**src/rtl/switch_conditioner.sv**
```systemverilog
// Purpose: synchronize, debounce and one-hot-qualify four raw board switches into press pulses.
// Latency: DEBOUNCE_CYCLES+1 edges from the first edge that samples a settled raw level to the stable/pulse update.
// Backpressure: none; the pulses are fire-and-forget and a rejected press raises a one-cycle conflict pulse.
//
// Ports:
//   clk        system clock, all state on the rising edge
//   reset_n    asynchronous active-low reset, clears every flop
//   raw_sw     raw switch pins (bit 0 -> SW1 ... bit 3 -> SW4), asynchronous to clk
//   SW1..SW4   registered one-cycle press pulses, never more than one high at a time
//   stable_sw  debounced switch levels
//   conflict   registered one-cycle pulse when a press is rejected
module switch_conditioner #(
    parameter int  DEBOUNCE_CYCLES = 4,
    localparam int CNT_W           = (DEBOUNCE_CYCLES > 1) ? $clog2(DEBOUNCE_CYCLES) : 1
) (
    input  logic       clk,
    input  logic       reset_n,
    input  logic [3:0] raw_sw,
    output logic       SW1,
    output logic       SW2,
    output logic       SW3,
    output logic       SW4,
    output logic [3:0] stable_sw,
    output logic       conflict
);

    localparam logic [CNT_W-1:0] CNT_LAST = CNT_W'(DEBOUNCE_CYCLES - 1);

    logic [3:0]       sync1_q, sync1_d;
    logic [3:0]       sync2_q, sync2_d;
    logic [3:0]       stable_q, stable_d;
    logic [3:0]       press_q, press_d;
    logic             conflict_q, conflict_d;
    logic [CNT_W-1:0] cnt_q [4];
    logic [CNT_W-1:0] cnt_d [4];
    logic [3:0]       rise;
    logic             single_rise;

    always_comb begin
        sync1_d    = raw_sw;
        sync2_d    = sync1_q;
        stable_d   = stable_q;
        press_d    = '0;
        conflict_d = 1'b0;

        // The counter only runs while the synchronized level disagrees with the
        // stable level; any agreement (a bounce back) restarts the window.
        for (int i = 0; i < 4; i++) begin
            cnt_d[i] = '0;
            if (sync2_q[i] != stable_q[i]) begin
                if (cnt_q[i] == CNT_LAST) begin
                    stable_d[i] = sync2_q[i];
                end else begin
                    cnt_d[i] = cnt_q[i] + 1'b1;
                end
            end
        end

        rise        = stable_d & ~stable_q;
        single_rise = (rise != 4'd0) && ((rise & (rise - 4'd1)) == 4'd0);

        // A press is only accepted when the new stable vector is exactly the
        // rising bit; simultaneous rises or a rise on top of a held switch
        // are reported as a conflict instead.
        if (single_rise && (stable_d == rise)) begin
            press_d = rise;
        end else if (rise != 4'd0) begin
            conflict_d = 1'b1;
        end
    end

    always_ff @(posedge clk or negedge reset_n) begin
        if (!reset_n) begin
            sync1_q    <= '0;
            sync2_q    <= '0;
            stable_q   <= '0;
            press_q    <= '0;
            conflict_q <= 1'b0;
            for (int i = 0; i < 4; i++) begin
                cnt_q[i] <= '0;
            end
        end else begin
            sync1_q    <= sync1_d;
            sync2_q    <= sync2_d;
            stable_q   <= stable_d;
            press_q    <= press_d;
            conflict_q <= conflict_d;
            for (int i = 0; i < 4; i++) begin
                cnt_q[i] <= cnt_d[i];
            end
        end
    end

    assign SW1       = press_q[0];
    assign SW2       = press_q[1];
    assign SW3       = press_q[2];
    assign SW4       = press_q[3];
    assign stable_sw = stable_q;
    assign conflict  = conflict_q;

endmodule
```
**config.mk**
```make
export PLATFORM = sky130hd
export DESIGN_NAME = switch_conditioner
export DESIGN_NICKNAME = d
export VERILOG_FILES = /design/src/rtl/switch_conditioner.sv
export SDC_FILE = /design/constraint.sdc
export NUM_CORES = 1
export LEC_CHECK = 0
export ABC_AREA = 1
export CELL_PAD_IN_SITES_DETAIL_PLACEMENT = 1
export CELL_PAD_IN_SITES_GLOBAL_PLACEMENT = 2
export CORE_UTILIZATION = 25
export CTS_CLUSTER_SIZE = 14
export DETAILED_ROUTE_END_ITERATION = 8
export PLACE_DENSITY_LB_ADDON = 0.15
export SLEW_MARGIN = 20
export SYNTH_ARGS = -nofsm -noshare
export SYNTH_HDL_FRONTEND = slang
export SYNTH_SLANG_ARGS = --single-unit
```
**constraint.sdc**
```tcl
create_clock -name clk -period 1.9 [get_ports clk]
set_input_delay 0.38 -clock clk [delete_from_list [all_inputs] [get_ports clk]]
set_output_delay 0.38 -clock clk [all_outputs]
set_load 0.01 [all_outputs]
```
==> impl_metrics.ini, run 1 <==
[status]
status = finished, final reports clean

[power_and_ir_drop]
p_comb_share_pct = 32.4
power.internal_mw = 1.04
powerDensity_mw_per_mm2 = 1250
power_frac_seq_pct = 47.2
max-vdd-ir-drop_uv = 430
p_clk_share_pct = 20.4
leakage_nw = 0.614
switching_share_pct = 34.2
p_sw_mw = 0.542

[floorplan]
die_y_um = 65.6
fp-row-count = 22
start_util_pct = 26.8
core_area_mm2 = 0.00377
ios = 15
die_area_mm2 = 0.00430
die_width_um = 65.6

[clock_tree]
clock-sinks = 25
post_cts_buffers = 0
cts_hold_buffers = 0
htree_levels = 1
clk_latency_ns = 0.27
clock_tree.root_cell = clkbuf_8
cts_tree = done
cts.clk_slew.worst_paths_ns = 0.09
numCtsBuffers = 3
cts_buffer_depth = 2
ctsResizeCount = 0

[routing]
drtIter0Drc = 8
ant_nets = 0
via_count = 680
first_pass_iters = 4
drc = 0
wl_per_cell_um = 11.3
wirelength_um = 1880
avgViaCountPerCell = 4.10

[flow_run]
maxCapViolations = 0

[grt]
grt_pass1_vias = 741
grt_max_degree = 26
grt_antenna_before_repair = 0
grt_usage_pct = 10.6
gr-total-overflow = 0
grt_pass1_wl_um = 3390

[synthesis]
yosysWarnings = 0
ys_seq_elements = 25
synth_cell_types = 17
netlist_area_mm2 = 0.00101
syn-instance-count = 99
syn_area_per_cell_um2 = 10.2
syn-num-nets = 109
yosysSeqAreaShare_pct = 62.0

[sta]
post-route-period-util_pct = 87.4
tns_ns = 0
tightest_slew_ns = 0.327
slew_viol_final = 0
setup_viol = 0
layout_min_cycle_time_ns = 1.66
hold_viol = 0
fmax_mhz = 602
rsz0062_at_grt = false
relSlewSlack_pct = 78.2
finalClockSkew_ns = 0.00483

[layout]
n_antenna_cell = 0
instances_no_fill = 166
syn2layout_area_growth_pct = 25.4
final_nets = 129
drive_gt1_share_pct = 12.7

[worst_hold_path]
whs_endpoint = sync2_q[1]$_DFF_PN0_
holdCritPathClass = reg -> reg
hold_start = sync1_q[1]$_DFF_PN0_
hold_depth = 0

[critical_path]
r2r_slack_ns = 0.53
cp_top_family = buffers and inverters
max_stage_delay_ns = 0.57
crit_buf_inv = 1
worstPathCellList = clkdlybuf4s50_1
r2r_end = conflict$_DFF_PN0_
r2r_start = cnt_q[4]$_DFF_PN0_
end_kind = output port
cp_slowest_cell = clkdlybuf4s50_1
critPathMaxFanout = 5
cp-start-kind = register
ff2ff_path_depth = 6
critPathKind = reg -> out
cp.arrival_ns = 1.28
crit_required_ns = 1.52

[place]
hpwl_um = 1420
place_inst = 162
port_buffers = 14
place_congestion = 0.750
[cell usage after synthesis]
master | count | share of area (%)
nand2_2 | 1 | 0.62
o21a_1 | 1 | 0.74
inv_1 | 16 | 5.9
nor3_1 | 4 | 2.0
ha_1 | 4 | 5.0
nand2_1 | 13 | 4.8
nor2_1 | 13 | 4.8
inv_2 | 2 | 0.74
o21ai_0 | 3 | 1.5
nand4_1 | 1 | 0.62
nor2_2 | 3 | 1.9
o21ai_2 | 1 | 0.87
nand3_2 | 3 | 3.0
nand3_1 | 5 | 2.5
dfrtp_1 | 25 | 62
a21oi_1 | 1 | 0.50
xnor2_1 | 3 | 2.6
[stage by stage]
step	hold WS (ns)	utilization, %	power, mW	cell area, µm²	worst slack [ns]
6_report	0.358	33.6	1.58	1270	0.239
5_1_grt	0.372	33.6	1.73	1270	0.174
4_1_cts	0.361	33.6	1.62	1270	0.212
3_5_place_dp	0.339	32.3	1.29	1220	0.522
3_3_place_gp	0.334	32.3	1.27	1220	0.528
2_1_floorplan	0.0844	-	1.08	1010	0.670
[kinds of logic (layout without fill, tap and decap cells)]
kind of cell,Yosys count,after routing,synth area share (%)
AO/OA/AOI/OAI,6,6,3.59
XOR/XNOR,3,3,2.60
adder cells (fa/ha/maj),4,4,4.96
buffers and inverters,18,37,6.69
flip-flops,25,25,62.0
AND/OR/NAND/NOR,43,43,20.2
[sequential cells by signal, summed over array words and instances (netlist names)]
register / cells
conflict: 1
stable_sw: 4
press_q: 4
sync2_q: 4
cnt_q: 8
sync1_q: 4
[routing by layer]
layer / global-route usage [%] / vias up / routed length, µm
li1: - / 342 / -
met1: 13.5 / 326 / 942
met2: 17.1 / 10 / 865
met3: 2.60 / 2 / 57
met4: 4.08 / 0 / 12
met5: 0 / - / 0
[cell type report]
cell class	count	area [µm²]
fillers	430	2500
flip-flops and latches	25	626
multi-input cells	56	317
repair buffers	15	148
inverters	18	67.6
well taps	48	60.1
clock buffers	3	41.3
clock inverters	1	7.51
[how the worst max path moves through the flow]
| stage | slack (ns) | depth (start not counted) | start | end |
|---|---|---|---|---|
| after detailed placement | 0.52 | 6 | cnt_q[4]$_DFF_PN0_ | conflict$_DFF_PN0_ |
| after floorplan | 0.67 | 6 | cnt_q[2]$_DFF_PN0_ | conflict$_DFF_PN0_ |
| after global routing | 0.17 | 1 | stable_sw[0]$_DFF_PN0_ | stable_sw[0] |
| after global placement | 0.53 | 6 | cnt_q[4]$_DFF_PN0_ | conflict$_DFF_PN0_ |
| after CTS | 0.21 | 1 | stable_sw[0]$_DFF_PN0_ | stable_sw[0] |
| final | 0.24 | 1 | stable_sw[0]$_DFF_PN0_ | stable_sw[0] |
[layout by cell type (no fill, tap or decap)]
master,instances
a21oi_1,1
buf_4,1
clkbuf_8,3
clkdlybuf4s50_1,14
clkinvlp_4,1
dfrtp_1,25
ha_1,4
inv_1,16
inv_2,2
nand2_1,13
nand2_2,1
nand3_1,5
nand3_2,3
nand4_1,1
nor2_1,13
nor2_2,3
nor3_1,4
o21a_1,1
o21ai_0,3
o21ai_2,1
xnor2_1,3
[power groups by stage]
stage / sequential [mW] / clock [mW] / combinational (mW)
after floorplan: 0.765 / 0 / 0.313
after global placement: 0.755 / 0 / 0.516
after detailed placement: 0.763 / 0 / 0.523
after CTS: 0.752 / 0.341 / 0.526
after global routing: 0.771 / 0.359 / 0.601
final: 0.748 / 0.323 / 0.514
No activity file was read; power rests on OpenSTA's default activity.
==> inputs of run 2 (changes only) <==
Settings changed: CORE_UTILIZATION 25 to 35.
Clock period 1.9 ns to 2.05 ns, I/O delays scaled along.
==> run 2 against run 1 <==
  * Non-clock buffer count did not move
  * Largest cell class unchanged
  * Flip-flop and latch count did not move
  * Routed wire length fell by 7.4%
  * Die area fell by 28%
  * Sequential power fell by 7.4%
==> impl_metrics.ini, run 2 (synthesized netlist as in run 1, its figures left out) <==
[grt]
grt_pass1_wl_um = 3130
grt_antenna_before_repair = 0
grt_pass1_vias = 724
gr-total-overflow = 0
grt_usage_pct = 12.8
grt_max_degree = 26

[worst_hold_path]
holdCritPathClass = reg -> reg

[sta]
hold_viol = 0
setup_viol = 0
layout_min_cycle_time_ns = 1.72
fmax_mhz = 582
finalClockSkew_ns = 0.00237
fin_ws_ns = 0.331
tightest_slew_ns = 0.309
post-route-period-util_pct = 83.9
rsz0062_at_grt = false
relSlewSlack_pct = 79.4
slew_viol_final = 0
tns_ns = 0

[place]
hpwl_um = 1380
place_inst = 145
placed_area_mm2 = 0.00120
post-place-ws_ns = 0.656
place_congestion = 0.727
port_buffers = 14

[layout]
final_common_cell = dfrtp_1
final_cell_area_mm2 = 0.00122
largest_reg_flops = 8
fill_cells = 324
seq_area_um2 = 626
layout.cells.most_common_list = dfrtp_1 (25), inv_1 (16), clkdlybuf4s50_1 (14)
instances_no_fill = 149
syn2layout_area_growth_pct = 21.1
final_nets = 129
n_antenna_cell = 0
drive_gt1_share_pct = 11.9
multiInputGateArea_um2 = 317
regMostFlops = cnt_q

[clock_tree]
ctsResizeCount = 0
clk_latency_ns = 0.30
cts_hold_buffers = 0
cts_buffer_depth = 2
post_cts_buffers = 0
clock_tree.root_cell = clkbuf_4
numCtsBuffers = 3
clock-sinks = 25
htree_levels = 1
cts_tree = done
cts.clk_slew.worst_paths_ns = 0.13

[status]
status = finished, final reports clean

[floorplan]
core_area_mm2 = 0.00273
start_util_pct = 36.9
die_y_um = 55.7
fp-row-count = 19
ios = 15
die_area_mm2 = 0.00310
die_width_um = 55.7

[flow_run]
maxCapViolations = 0

[routing]
ant_nets = 0
via_count = 681
wirelength_um = 1740
wl_per_cell_um = 11.7
drtIter0Drc = 7
avgViaCountPerCell = 4.57
drc = 0
first_pass_iters = 2

[critical_path]
crit_buf_inv = 1
cp-start-kind = register
max_stage_delay_ns = 0.56
cp.arrival_ns = 1.31
critPathKind = reg -> out
worstPathCellList = clkdlybuf4s50_1
cp_slowest_cell = clkdlybuf4s50_1
cp_top_family = buffers and inverters
crit_required_ns = 1.64
critPathMaxFanout = 5
end_kind = output port

[power_and_ir_drop]
powerDensity_mw_per_mm2 = 1130
max-vdd-ir-drop_uv = 565
leakage_nw = 0.608
finalPower_mw = 1.38
run 2: cell types whose count changed in the layout (fill, tap and decap cells not counted), sizes merged:
cell      delta
clkbuf       +1
clkinvlp     -1
run 2: cell type report:
class | count | area share [%]
Sequential cell | 25 | 51.2
Multi-Input combinational cell | 56 | 25.9
Timing Repair Buffer | 15 | 12.1
Inverter | 18 | 5.53
Tap cell | 31 | 3.17
Clock buffer | 4 | 2.15
run 2: final timing paths:
path | from | end | slack, ns | cells past startpoint
max in group asynchronous | reset_n | cnt_q[2]$_DFF_PN0_ | 1.36 | 2
hold / removal | sync1_q[3]$_DFF_PN0_ | sync2_q[3]$_DFF_PN0_ | 0.36 | 0
min in group asynchronous | reset_n | sync2_q[1]$_DFF_PN0_ | 0.46 | 2
setup reg to reg | cnt_q[4]$_DFF_PN0_ | conflict$_DFF_PN0_ | 0.66 | 6
setup / recovery | stable_sw[0]$_DFF_PN0_ | stable_sw[0] | 0.33 | 1
hold reg to reg | sync1_q[3]$_DFF_PN0_ | sync2_q[3]$_DFF_PN0_ | 0.36 | 0
run 2: worst reg2reg max path, delay by kind of cell (launching register included):
family	cells	cell delay, ns
compound gates	1	0.17
fa+ha+maj	1	0.26
flops	1	0.41
simple gates	4	0.46
run 2: metrics by stage:
step           utilization (%)  hold slack, ns
4_1_cts                   44.7           0.368
3_3_place_gp              43.8           0.333
2_1_floorplan                -           0.114
3_5_place_dp              43.8           0.338
5_1_grt                   44.7           0.369
6_report                  44.7           0.363
run 2: power by group:
part	switching, mW	internal, mW
clock	0.133	0.0758
combinational	0.254	0.222
sequential	0.0866	0.607
total	0.474	0.904
run 2: metal layers:
layer  wire length (µm)  vias to the layer above  global-route usage (%)
met1                786                      328                    16.3
met4                 17                        0                    4.29
met2                881                        9                    21.9
met5                  0                        -                       0
met3                 54                        2                    2.33
li1                   -                      342                       -
